### config.mk
export PLATFORM = sky130hd
export DESIGN_NAME = lrf_pixel_packer
export DESIGN_NICKNAME = d
export VERILOG_FILES = /design/src/rtl/lrf_pixel_packer.sv
export SDC_FILE = /design/constraint.sdc
export NUM_CORES = 1
export LEC_CHECK = 0
export ABC_CLOCK_PERIOD_IN_PS = 3400
export BUFFER_PORTS_ARGS = -buffer_cell sky130_fd_sc_hd__buf_2
export CAP_MARGIN = 5
export CORE_ASPECT_RATIO = 0.7
export CORE_MARGIN = 2
export CORE_UTILIZATION = 40
export DETAILED_ROUTE_END_ITERATION = 10
export SETUP_SLACK_MARGIN = 0.1
export SYNTH_ARGS = -nofsm -noshare
export SYNTH_HDL_FRONTEND = slang
export SYNTH_SLANG_ARGS = --single-unit
export TNS_END_PERCENT = 10
### constraint.sdc
create_clock -name clk -period 3.4 [get_ports clk]
set_input_delay 0.34 -clock clk [delete_from_list [all_inputs] [get_ports clk]]
set_output_delay 0.34 -clock clk [all_outputs]
set_load 0.02 [all_outputs]
### src/rtl/lrf_pixel_packer.sv
// Packs a 1-pixel-per-beat 8-bit stream into PIXELS_PER_BEAT-pixel beats with frame-aligned tlast.
// Optional macro FRAME_CNT_EN builds the completed-frame counter; otherwise frame_count is tied to 0.
module lrf_pixel_packer #(
  parameter  int PIXELS_PER_BEAT = 8,
  parameter  int IMAGE_DIM       = 16,
  localparam int DATA_WIDTH      = 8 * PIXELS_PER_BEAT,
  localparam int BEATS_PER_IMAGE = IMAGE_DIM * IMAGE_DIM / PIXELS_PER_BEAT
) (
  input  logic                  clk,
  input  logic                  aresetn,
  input  logic [7:0]            s_tdata,
  input  logic                  s_tvalid,
  output logic                  s_tready,
  input  logic                  s_tlast,
  output logic [DATA_WIDTH-1:0] m_tdata,
  output logic                  m_tvalid,
  input  logic                  m_tready,
  output logic                  m_tlast,
  output logic                  err_early,
  output logic                  err_late,
  output logic [15:0]           frame_count
);

  localparam int PIX_W  = (PIXELS_PER_BEAT > 1) ? $clog2(PIXELS_PER_BEAT) : 1;
  localparam int BEAT_W = (BEATS_PER_IMAGE > 1) ? $clog2(BEATS_PER_IMAGE) : 1;
  localparam logic [PIX_W-1:0]  LAST_PIX  = PIX_W'(PIXELS_PER_BEAT - 1);
  localparam logic [BEAT_W-1:0] LAST_BEAT = BEAT_W'(BEATS_PER_IMAGE - 1);

  logic [DATA_WIDTH-1:0] r_asm;
  logic [PIX_W-1:0]      r_pix_idx;
  logic [BEAT_W-1:0]     r_beat_cnt;
  logic [DATA_WIDTH-1:0] r_m_data;
  logic                  r_m_valid;
  logic                  r_m_last;
  logic                  r_err_early;
  logic                  r_err_late;

  logic                  w_acc;
  logic                  w_last_pix;
  logic                  w_boundary;
  logic [DATA_WIDTH-1:0] w_beat;

  assign s_tready   = aresetn && (!r_m_valid || m_tready);
  assign w_acc      = s_tvalid && s_tready;
  assign w_last_pix = (r_pix_idx == LAST_PIX);
  assign w_boundary = w_last_pix && (r_beat_cnt == LAST_BEAT);

  // Pixel 0 of a beat lives in the most-significant byte.
  always_comb begin
    w_beat = r_asm;
    for (int unsigned k = 0; k < PIXELS_PER_BEAT; k++) begin
      if (r_pix_idx == PIX_W'(k))
        w_beat[(PIXELS_PER_BEAT - 1 - k) * 8 +: 8] = s_tdata;
    end
  end

  always_ff @(posedge clk or negedge aresetn) begin
    if (!aresetn) begin
      r_asm       <= '0;
      r_pix_idx   <= '0;
      r_beat_cnt  <= '0;
      r_m_data    <= '0;
      r_m_valid   <= 1'b0;
      r_m_last    <= 1'b0;
      r_err_early <= 1'b0;
      r_err_late  <= 1'b0;
    end else begin
      if (r_m_valid && m_tready)
        r_m_valid <= 1'b0;
      if (w_acc) begin
        if (s_tlast && !w_boundary) begin
          // Early end: unfilled bytes of r_asm are already zero, so the beat is zero-padded.
          r_m_data    <= w_beat;
          r_m_valid   <= 1'b1;
          r_m_last    <= 1'b1;
          r_asm       <= '0;
          r_pix_idx   <= '0;
          r_beat_cnt  <= '0;
          r_err_early <= 1'b1;
        end else if (w_last_pix) begin
          r_m_data   <= w_beat;
          r_m_valid  <= 1'b1;
          r_m_last   <= w_boundary;
          r_asm      <= '0;
          r_pix_idx  <= '0;
          r_beat_cnt <= w_boundary ? '0 : r_beat_cnt + 1'b1;
          if (w_boundary && !s_tlast)
            r_err_late <= 1'b1;
        end else begin
          r_asm     <= w_beat;
          r_pix_idx <= r_pix_idx + 1'b1;
        end
      end
    end
  end

  assign m_tdata   = r_m_data;
  assign m_tvalid  = r_m_valid;
  assign m_tlast   = r_m_last;
  assign err_early = r_err_early;
  assign err_late  = r_err_late;

`ifdef FRAME_CNT_EN
  logic [15:0] r_frame_cnt;

  always_ff @(posedge clk or negedge aresetn) begin
    if (!aresetn)
      r_frame_cnt <= '0;
    else if (r_m_valid && m_tready && r_m_last)
      r_frame_cnt <= r_frame_cnt + 16'd1;
  end

  assign frame_count = r_frame_cnt;
`else
  assign frame_count = '0;
`endif

endmodule

==> results.txt, run 1 <==
The detailed router put a total of slightly above 8000 um of wire on met1. The via count of the first global-routing pass is 4621. The number of hold buffers added after CTS was 0. The final hold violation count came to 0. The remaining global-route overflow is 0. On the worst path, the slowest cell contributes a delay of 0.64 ns. The most used flip-flop cell after synthesis is dfrtp_1.

The number of nets in the finished design came out at 623. In the global route stage, overall resource usage came out at 20.00%. Dividing the detail-routed via count by the number of cells gives 5.870.

The routability congestion estimate from global placement is 0.7641. Among cell families on the critical path, the largest total delay comes from buffers and inverters. The area overhead of the layout relative to synthesis came out at 15.63%.

The starting density of the core is 41.32%. After synthesis, the share of flip-flops with an asynchronous set or reset is 100.0%. Summed over all nets, the half-perimeter wirelength after detailed placement is 10820 um.

The normalized max-slew margin came out at 32.78%. The floorplan core area is ~0.016 mm2. The chip height is 110.5 um. The later pin in the worst-skew pair is clocked with a latency of 0.42 ns. Max-cap violations in this run came to 0. The standard-cell row count came out at 38. The die is 156.2 um wide. Setup repair after global routing left no endpoint under its margin. The met3 wire length came out at 862 um. In this run, synthesis inferred 0 flip-flops with an integrated enable. Port buffering added 81 buffers.

STA classifies the critical path endpoint as a register. After routing the design area is 0.007496 mm2. The number of routed nets with antenna violations came out at 0.

The post-cts repair resize count is 0. The antenna diode instance count came out at 0. Across the whole layout, storage elements account for 0.003503 mm2. The tree built by TritonCTS fans out to 140 sinks. The worst ir drop on vdd came out at 0.3179 mV. The clock skew came out at between 0.008 and 0.009 ns.

The count of buffering cells on the critical path with inverters included is 2. The number of storage elements in the synthesis netlist came out at 140. By startpoint and endpoint, the worst setup path is classified as reg -> reg. The total routed wirelength came out at around 17000 um.

The wire length of the first global-routing pass came out at 26650 um. The die covers 0.01726 mm2. The pin count of the biggest net entering global routing is 80. The flow ran to the end, and the final reports show no timing, DRC or antenna violations. Setup violations remaining at the end of the flow were counted as 0. The H-tree depth is 4. In this run the worst path has a maximum fanout of 35. The critical path startpoint category is a register. The worst hold margin is 0.09640 ns. For this design the ratio of total power to cell area is 714.8 mW/mm2. Each instance of the synthesized netlist takes up on average roughly 12 um2. The via total after detailed routing came out at 4778.

The final clock period utilization by the worst path came out at 72.92%. The number of buffers between clock root and the deepest sink is 2. The wire length per cell after detailed routing came out at 20.66 um. The share of post-route cells with drive strength above 1 is 24.10%. The number of antenna violations at the first check in global routing came out at 0. The number of warnings printed during yosys synthesis came out at 0.

Once placement finished, the instance area stood at 0.006859 mm2. The final critical path time including I/O delays and setup is 2.479 ns. The total setup buffers inserted after CTS came out at 0. The post-layout total power came out at 5.358 mW.

The number of instances in the synthesized netlist is 552. The footprint of the multi-input gates came out at 0.002608 mm2. The highest-delay cell along the critical path is or2_2. TritonCTS built the clock tree. The total leakage power is about 3.6 nW. The summed negative setup slack over all endpoints came out at 0 ns. After filler insertion, the fill cell instance count of the layout stands at 1449.

The total CTS buffers came out at 17. The leading cell type in the layout, fill and taps excluded is dfrtp_1. The tree is rooted in a clkbuf_16. For this block, the initial DRC count from the detailed router was around 340.

The critical path required time is 3.74 ns. The cell area that synthesis handed to floorplanning was 0.006482 mm2. In this run the top signal layer used is met4.

At the worst endpoint, the arrival time is 2.82 ns. The clock transition at the register clock pins on the worst setup and hold paths after CTS came out at 0.06 ns. The top cell types in the final layout, fill and taps aside, are dfrtp_1 (140), buf_2 (80), a21oi_1 (61), mux2i_1 (61), a31oi_1 (61).

The maximum clock frequency is 403.3 MHz. For the pin with the worst max-slew slack, the measured transition is ~1 ns. The length of the first detailed-routing pass in iterations is 5. The boundary pin count came out at ~100. Traced cell by cell, the critical path runs through ha_1 > ha_1 > buf_4 > or2_2 > buf_4 > a31oi_1 > a21oi_1. The number of DRC violations after detailed routing came out at 0. The length of routed met2 wiring is 7465 um. The count of cell types in the netlist is 44. The fraction of the yosys area taken by sequential cells came out at roughly 54%. The number of max-slew violations in the final report is 0.

The worst hold path belongs to the class in -> async.
==> sequential cells by signal, indices dropped and copies added, names as in the netlist <==
register and flops:
r_asm 64, m_tlast 1, err_late 1, r_pix_idx 3, err_early 1, r_beat_cnt 5
m_tdata 64, m_tvalid 1
==> worst register-to-register path: cells and delay by family (launching register included) <==
family | cells | cell delay [ns]
DFF | 1 | 0.37
and+or+nand+nor | 1 | 0.64
adders and majority gates | 2 | 0.32
buffers and inverters | 2 | 0.70
AOI/OAI and AO/OA | 2 | 0.35
==> area by class of cell <==
cell class / count / area share [%]
Sequential cell: 140 / 46.74
Multi-Input combinational cell: 348 / 34.79
Timing Repair Buffer: 90 / 6.393
Clock buffer: 19 / 5.909
Tap cell: 200 / 3.338
Clock inverter: 12 / 2.587
Inverter: 5 / 0.2504
==> cells in the mapped netlist (2+ instances only) <==
master / n / share of area [%]
inv_1: 5 / 0.29
nor2_1: 2 / 0.12
o21ai_0: 6 / 0.46
dfrtp_1: 140 / 54
nor3b_1: 2 / 0.23
nor3_2: 7 / 1.1
mux2_2: 10 / 1.7
a21oi_1: 61 / 4.7
a211o_1: 5 / 0.68
mux2i_1: 61 / 9.4
buf_4: 25 / 2.9
nand2_2: 4 / 0.39
clkbuf_1: 17 / 0.98
buf_1: 14 / 0.81
nor2b_1: 12 / 1.2
buf_2: 13 / 1.0
and2_1: 10 / 0.97
buf_6: 4 / 0.69
a31oi_1: 61 / 5.9
a22o_1: 56 / 7.6
nand2b_1: 3 / 0.29
nand3_1: 4 / 0.31
nand4_1: 2 / 0.19
ha_1: 8 / 1.5
==> path summary, 6_finish.rpt <==
kind	startpoint	end	slack [ns]	cells after the start
max	r_pix_idx[0]$_DFFE_PN0P_	m_tdata[30]$_DFFE_PN0P_	0.92	7
min	aresetn	m_tdata[59]$_DFFE_PN0P_	0.1	2
max reg2reg	r_pix_idx[0]$_DFFE_PN0P_	m_tdata[30]$_DFFE_PN0P_	0.92	7
min reg2reg	err_early$_DFFE_PN0P_	err_early$_DFFE_PN0P_	0.46	1
max in group asynchronous	aresetn	r_asm[26]$_DFFE_PN0P_	1.82	3
min in group clk	s_tlast	m_tlast$_DFFE_PN0P_	0.29	2
==> logic make-up after synthesis <==
kind of cell             after synthesis  share of synthesized area (%)
adder cells (fa/ha/maj)                8                          1.544
AND/OR/NAND/NOR                       55                          5.790
AO/OA/AOI/OAI                        198                          20.65
multiplexers                          71                          11.16
buffers and inverters                 79                          6.755
flip-flops                           140                          54.04
other                                  1                        0.05785
==> metrics by stage <==
step,std cells,utilization (%),setup slack (ns)
4_1_cts,814,47.78,0.9451
5_1_grt,814,47.78,0.7565
6_report,814,47.78,0.9206
2_1_floorplan,567,-,1.608
3_3_place_gp,783,43.72,1.033
3_5_place_dp,783,43.72,0.9574
==> per-layer routing <==
metal  global-route usage, %  vias up
met5                       0        -
met4                   6.483        0
met3                   3.493       16
met2                   28.88      159
met1                   30.35     2476
li1                        -     2127
==> power by group <==
part	leakage [nW]	internal, mW	switching, mW
logic	1.51	0.440	0.758
clock network	0.309	1.31	0.728
registers	1.79	1.95	0.174
total	3.61	3.70	1.66
No activity file was read; power rests on OpenSTA's default activity.
==> run 2, diff against run 1 <==
ABC_AREA = 1   (was default)
ABC_CLOCK_PERIOD_IN_PS = 2500   (was 3400)
clock period = 2.5 ns   (was 3.4 ns; I/O delays follow)
==> results.txt, run 2 <==
The run finished with clean final reports. The count of cell types in the netlist is 22 (-50%). The number of max-cap violations came out at 0 (unchanged). The start of the worst register-to-register path is r_pix_idx[0]$_DFFE_PN0P_. The area overhead of the layout relative to synthesis came out at 17.59%. The fraction of post-synthesis cell area in the top cell type by area came to 56.16% (+2.1 points). The path with the worst hold slack has its endpoint at m_tvalid$_DFF_PN0_. The HPWL after detailed placement is 9474 um (-12%).

Traced cell by cell, the critical path runs through ha_1 > ha_1 > nor2_4 > nor2_4 > inv_2 > buf_12 > nand2_1 > o21ai_1. The largest individual stage delay along the critical path comes from the cell dfrtp_1. The post-cts repair resize count is 0 (unchanged).

The number of instances in the synthesized netlist is 775 (+40%). The worst hold margin is 0.1121 ns (+0.01566 ns). The min-delay analysis places its worst path in the category in -> reg. The transition at the pin with the smallest max-transition slack came out at 0.8542 ns (-0.1540 ns). The count of buffers from port buffering is 81 (unchanged). The final clock period utilization by the worst path came out at 71.33% (-1.6 points). The chip height is 108.5 um (-1.8%).

The total CTS buffers came out at 17 (unchanged). The clock skew was 0.009265 ns (+0.0007477 ns). In the layout the commonest cells are nand2_1 (431), dfrtp_1 (140), buf_2 (80).

The number of antenna violations at the first check in global routing came out at 0 (unchanged). The family of cells with the greatest summed delay on the critical path is buffers and inverters. The clock group share of total power was 37.8% (-0.3 points). The post-route non-filler standard cell count came out at 1061 (+30%). The normalized max-slew margin came out at 43.05% (+10 points). TritonCTS built the clock tree.

The count of buffering cells on the critical path with inverters included is 2 (unchanged). The maximum clock frequency is 560.7 MHz (+39%). The number of clock sinks came to 140 (unchanged). The summed negative setup slack over all endpoints is 0 ns (unchanged). The via count normalized by instance count is 4.598 (-22%). The clock transition at the register clock pins on the worst setup and hold paths after CTS is 0.06 ns (about the same). The clock latency of the later-clocked register in the worst-skew pair came out at 0.42 ns (about the same).

The via count of the first global-routing pass came to 4817 (+4.2%). The critical path startpoint category is a register. The floorplan core area came to 0.01536 mm2 (-2.1%).

The net switching power figure was 2.066 mW (+24%). The wire length of the first global-routing pass came out at 25120 um (-5.7%). The final number of setup-violating endpoints is 0 (unchanged). The startpoint of the lowest-slack hold path is m_tready. The total routed wirelength is 14800 um (-12%).

The stage delay of the slowest cell on the critical path is 0.40 ns (-0.24 ns). The antenna diode instance count is 0 (unchanged). The starting density of the core is 40.62% (-0.69 points). The synthesized design spends more area on one cell type than any other, namely dfrtp_1. The routability congestion estimate from global placement is 0.7702 (+0.80%). By count the netlist is led by nand2_1 (431), dfrtp_1 (140), o21ai_0 (66). The highest fanout seen on the critical path came to 32 (-8.6%).

The combined area of all synthesized cells is 0.006238 mm2 (-3.8%). The internal power component is 4.511 mW (+22%). The final hold violation count is 0 (unchanged). The fraction of registers with async set or reset after synthesis is 100.0% (unchanged). The number of DRC violations after detailed routing is 0 (unchanged). The length of the first detailed-routing pass in iterations came out at 7 (+2). The area of the die is 0.01663 mm2 (-3.6%). The number of routed nets with antenna violations is 0 (unchanged). The number of max-slew violations in the final report is 0 (unchanged). The H-tree depth came out at 4 (unchanged). The share of post-route cells with drive strength above 1 is 15.10% (-9.0 points). The power per cell area is 896.5 mW/mm2 (+25%). The standard-cell row count came to 38 (unchanged). Setup repair after global routing left no endpoint under its margin.

The number of nets in the finished design is 869 (+39%). The wire length per cell after detailed routing is 13.95 um (-32%). The boundary pin count is 98 (unchanged). The x dimension of the die is 153.3 um (-1.9%). The fraction of the yosys area taken by sequential cells came out at 56.16% (+2.1 points).

The fraction of power spent switching nets is 31.41% (+0.44 points). The number of buffers between clock root and the deepest sink came out at 2 (unchanged). The number of cells on the worst reg-to-reg path is 8 (+1).

The library cell used most frequently in the layout, excluding fill and tap cells, is nand2_1. The average footprint of a synthesized cell is 8.050 um2 (-31%). The placed instance count came out at 1028 (+31%). The relative contribution of sequential cells to total power is 42.5% (+2.9 points). The total setup buffers inserted after CTS was 0 (unchanged). The number of warnings printed during yosys synthesis is 0 (unchanged). The final critical path time including I/O delays and setup is 1.783 ns (-0.6960 ns). The root buffer cell is clkbuf_16. The worst hold path was traced through 4 stages.

The critical path required time came out at 2.85 ns (-0.89 ns). Yosys instantiated no cell more often than nand2_1. The pin count of the biggest net entering global routing is 67 (-16%). The worst setup slack for register-to-register paths is 0.72 ns (-0.20 ns). Yosys attributes the largest share of cell area to dfrtp_1 (56%), nand2_1 (26%), o21ai_0 (5.3%). The total leakage power was 4.079 nW (+13%). The remaining global-route overflow came out at 0 (unchanged).

The post-layout utilization of the core is 47.77% (about the same). The all-layer global routing usage is 19.35% (-0.65 points). The via total after detailed routing came out at 4879 (+2.1%).

In the synthesized netlist the dominant register cell turns out to be dfrtp_1. The worst setup path is of the reg -> reg kind. The number of flops mapped to enable cells by yosys came out at 0 (unchanged).

The worst setup path is captured at a register. The worst ir drop on vdd came out at 0.4765 mV (+50%). The data arrival at the endpoint of the critical path came out at 2.13 ns (-0.69 ns). The fraction of power consumed by combinational cells is 19.7% (-2.7 points).

The worst register-to-register path ends at m_tlast$_DFFE_PN0P_. The number of storage elements in the synthesis netlist is 140 (unchanged). The number of DRC markers in iteration 0 is 383 (+13%).
-- run 2: cell types whose count changed after synthesis, sizes merged, moves of 14 or more --
cell   change
a21oi     -61
mux2i     -61
buf       -14
o21ai     +71
a31oi     -61
nand2    +427
a22o      -56
inv       +31
-- run 2: cells by family (layout without fill, tap and decap cells) --
| logic type | Yosys count | in the layout | synth area share (%) |
|---|---|---|---|
| flip-flops | 140 | 140 | 56.16 |
| buffers and inverters | 88 | 159 | 7.220 |
| other | 1 | 16 | 0.06011 |
| AND/OR/NAND/NOR | 458 | 458 | 28.44 |
| AO/OA/AOI/OAI | 80 | 80 | 6.518 |
| adder cells (fa/ha/maj) | 8 | 8 | 1.605 |
-- run 2: what timing repair did --
| item | CTS | global route |
|---|---|---|
| hold buffers | 1 | 0 |
| endpoints found under the setup margin | 0 | 0 |
| hold endpoints to repair | 23 | 0 |
-- run 2: area by class of cell --
| type | count | area, um2 |
|---|---|---|
| Timing Repair Buffer | 91 | 526.8 |
| Clock buffer | 21 | 460.4 |
| Inverter | 36 | 135.1 |
| Tap cell | 200 | 250.2 |
| Multi-Input combinational cell | 562 | 2341 |
| Fill cell | 1496 | 8021 |
| Sequential cell | 140 | 3503 |
| Clock inverter | 11 | 118.9 |
-- run 2: metal layers --
layer	track usage, %	share of wire (%)	vias to the layer above
met5	0	0	-
met4	5.556	0.75	0
met3	4.329	4.4	11
met2	28.19	42	110
met1	28.96	53	2272
li1	-	-	2486
-- run 2: tightest hold or removal path, delay by kind of cell --
kind,cells,cell delay [ns]
buf+inv,2,0.11
simple gates,2,0.14
-- run 2: through the flow --
step / power (mW) / cell area [um2] / setup slack, ns
6_report: 6.577 / 7336 / 0.7166
4_1_cts: 6.633 / 7336 / 0.6843
3_5_place_dp: 4.134 / 6746 / 0.6830
3_3_place_gp: 4.115 / 6746 / 0.7409
2_1_floorplan: 3.699 / 6295 / 0.8501
5_1_grt: 6.935 / 7336 / 0.5246
-- run 2: how the worst max path moves through the flow --
stage / start / to / slack, ns / cells past startpoint
6_report: r_pix_idx[0]$_DFFE_PN0P_ / m_tlast$_DFFE_PN0P_ / 0.72 / 8
5_1_grt: aresetn / r_beat_cnt[0]$_DFFE_PN0P_ / 0.52 / 7
4_1_cts: r_pix_idx[0]$_DFFE_PN0P_ / m_tlast$_DFFE_PN0P_ / 0.68 / 8
3_5_place_dp: r_pix_idx[0]$_DFFE_PN0P_ / m_tlast$_DFFE_PN0P_ / 0.68 / 8
3_3_place_gp: r_pix_idx[0]$_DFFE_PN0P_ / m_tlast$_DFFE_PN0P_ / 0.74 / 8
2_1_floorplan: r_pix_idx[0]$_DFFE_PN0P_ / r_asm[55]$_DFFE_PN0P_ / 0.85 / 10
-- run 2: power groups by stage --
stage               Combinational [mW]  Clock, mW  Sequential, mW
finish                            1.29       2.49            2.79
global route                      1.47       2.63            2.84
CTS                               1.31       2.53            2.79
detailed placement                1.31          0            2.83
global placement                  1.29          0            2.83
floorplan                        0.621          0            3.08
==> run 3, diff against run 2 <==
ABC_AREA = 0   (was 1)
ABC_CLOCK_PERIOD_IN_PS = 1650   (was 2500)
clock period = 1.65 ns   (was 2.5 ns; I/O delays follow)
==> results.txt, run 3 (same netlist as run 1, synthesis figures left out) <==
The routability congestion estimate from global placement came out at 0.8330 (+8.2%). The signal on the critical path passes through ha_4 > ha_4 > or2_4 > buf_12 > a31oi_1 > a21oi_4. The starting density of the core came out at 41.32% (+0.69 points). The area overhead of the layout relative to synthesis is 31.79%. In this run the worst setup path begins at r_pix_idx[0]$_DFFE_PN0P_. The final hold violation count came out at 0 (unchanged). The final clock period utilization by the worst path is 104.1% (+33 points). The share of post-route cells with drive strength above 1 came out at 42.56% (+27 points). The count of buffers from port buffering came to 81 (unchanged). The number of filler cells placed in the layout is 1330 (-11%). The worst ir drop on vdd is 0.5872 mV (+23%). The post-layout utilization of the core came out at 54.45% (+6.7 points). The critical path startpoint category is a register. TritonCTS built the clock tree. The highest fanout seen on the critical path was 40 (+25%). The via count normalized by instance count is 5.722 (+24%).

The pin count of the biggest net entering global routing came out at 130 (+94%). The number of max-cap violations is 0 (unchanged). The x dimension of the die is 156.2 um (+1.9%). The all-layer global routing usage came out at 21.55% (+2.2 points). The normalized max-slew margin came out at 55.14% (+12 points). The library cell used most frequently in the layout, excluding fill and tap cells, is dfrtp_1.

The final critical path time including I/O delays and setup is 1.718 ns (-0.06513 ns). The final number of setup-violating endpoints came out at 75 (+75). The transition at the pin with the smallest max-transition slack is 0.6729 ns (-0.1813 ns).

The power per cell area was 1344 mW/mm2 (+50%). The standard-cell row count is 38 (unchanged). The boundary pin count came out at 98 (unchanged).

The number of DRC markers in iteration 0 came out at 386 (+0.78%). The clock transition at the register clock pins on the worst setup and hold paths after CTS came out at 0.06 ns (about the same). The H-tree depth is 4 (unchanged).

The most critical setup path has its endpoint at m_tdata[15]$_DFFE_PN0P_. The via count of the first global-routing pass is 5070 (+5.3%). The highest-delay cell along the critical path is dfrtp_2. The root buffer cell is clkbuf_16. The endpoint class of the critical path is a register.

The clock latency of the later-clocked register in the worst-skew pair came out at 0.42 ns (about the same). The number of nets in the finished design is 680 (-22%). The chip height was 110.5 um (+1.9%). The antenna diode instance count is 0 (unchanged). The stage delay of the slowest cell on the critical path came out at 0.44 ns (+0.04 ns). The critical path is of the reg -> reg type. The via total after detailed routing came out at 4990 (+2.3%). The path class of the tightest hold or removal check is in -> reg.

The worst setup slack after placement came out at -0.1715 ns (-0.8545 ns). The library cells used most frequently in the layout, excluding fill and tap cells, are dfrtp_1 (139), buf_2 (79), a31oi_1 (56), a22o_1 (56), mux2i_1 (51). The critical path required time came out at 1.95 ns (-0.90 ns).

The number of DRC violations after detailed routing came out at 0 (unchanged). The number of antenna violations at the first check in global routing came to 0 (unchanged). The data arrival at the endpoint of the critical path is 2.02 ns (-0.11 ns). The wire length of the first global-routing pass was 28640 um (+14%). The most numerous cell type found on the critical path is ha_4.

The total CTS buffers came out at 17 (unchanged). The checks that failed: setup timing. The number of cells on the worst reg-to-reg path came out at 6 (-2). The endpoint identified for the worst register-to-register timing path is m_tdata[15]$_DFFE_PN0P_. The clock skew is 0.009583 ns (+0.0003174 ns).

The final worst slack came to -0.06823 ns (-0.7849 ns). The total routed wirelength is 18070 um (+22%). The remaining global-route overflow is 0 (unchanged). The HPWL after detailed placement is 11900 um (+26%).

The total leakage power came out at 3.956 nW (-3.0%). The wire length per cell after detailed routing came out at 20.73 um (+49%). The maximum clock frequency came out at 582.0 MHz (+3.8%). The floorplan core area came out at 0.01569 mm2 (+2.2%). The startpoint identified for the worst register-to-register timing path is r_pix_idx[0]$_DFFE_PN0P_.

The number of max-slew violations in the final report came out at 0 (unchanged). Setup repair after global routing could not meet its margin everywhere. The number of clock sinks came out at 140 (unchanged). The run finished, with violations left. The number of buffers between clock root and the deepest sink is 2 (unchanged). The length of the first detailed-routing pass in iterations came out at 5 (-2). The worst setup slack for register-to-register paths is -0.07 ns (-0.78 ns).

The area of the die is 0.01726 mm2 (+3.8%). The number of routed nets with antenna violations came out at 0 (unchanged). The worst hold margin is 0.1293 ns (+0.01726 ns).
[run 3: layout make-up]
type                            instances  area [um2]  area share [%]
Sequential cell                       140        3505           41.02
Clock inverter                         14       185.2           2.168
Multi-Input combinational cell        348        3034           35.52
Tap cell                              200       250.2           2.929
Timing Repair Buffer                  147        1111           13.01
Inverter                                5       18.77          0.2197
Clock buffer                           18       439.2           5.141
[run 3: power by group]
group,total (mW),leakage [nW],switching (mW),internal [mW]
Sequential,4.38,1.79,0.374,4.01
Combinational,3.06,1.87,1.78,1.28
Clock,4.04,0.301,1.59,2.45
Total,11.5,3.96,3.74,7.74
[run 3: what timing repair did]
action,CTS,global route
pin swaps,16,5
gates cloned,0,1
resized for setup,70,40
hold buffers,1,0
setup buffers,1,1
hold endpoints to repair,140,0
setup endpoints to repair,141,140
[run 3: per-stage QoR]
step	total power [mW]	setup TNS (ns)	instance area (um2)	std cells
global route	12.02	-8.824	8543	872
finish	11.48	-1.095	8543	872
CTS	11.43	-0.006020	8352	870
detailed placement	7.143	-7.842	7410	836
global placement	7.074	-5.496	7410	836
floorplan	6.154	-0.1165	6626	567
[run 3: per-layer routing]
metal | GRT usage (%) | vias up | share of wire (%)
li1 | - | 2243 | -
met5 | 0 | - | 0
met4 | 5.505 | 0 | 1.2
met3 | 5.769 | 18 | 5.3
met1 | 30.86 | 2573 | 48
met2 | 32.51 | 156 | 46
[run 3: worst min-delay path by stage]
stage | start | to | slack, ns | depth (start not counted)
2_1_floorplan | aresetn | err_early$_DFFE_PN0P_ | -0.13 | 0
3_3_place_gp | aresetn | r_asm[34]$_DFFE_PN0P_ | 0.16 | 2
3_5_place_dp | aresetn | r_asm[32]$_DFFE_PN0P_ | 0.16 | 2
4_1_cts | s_tlast | m_tlast$_DFFE_PN0P_ | 0.11 | 2
5_1_grt | s_tlast | m_tlast$_DFFE_PN0P_ | 0.14 | 2
6_report | s_tlast | m_tlast$_DFFE_PN0P_ | 0.13 | 2
[run 3: critical path, delay by kind of cell, from the launching register on]
| family | cells | cell delay, ns |
|---|---|---|
| DFF | 1 | 0.44 |
| buffers and inverters | 1 | 0.18 |
| adders and majority gates | 2 | 0.36 |
| AOI/OAI and AO/OA | 2 | 0.32 |
| and+or+nand+nor | 1 | 0.27 |
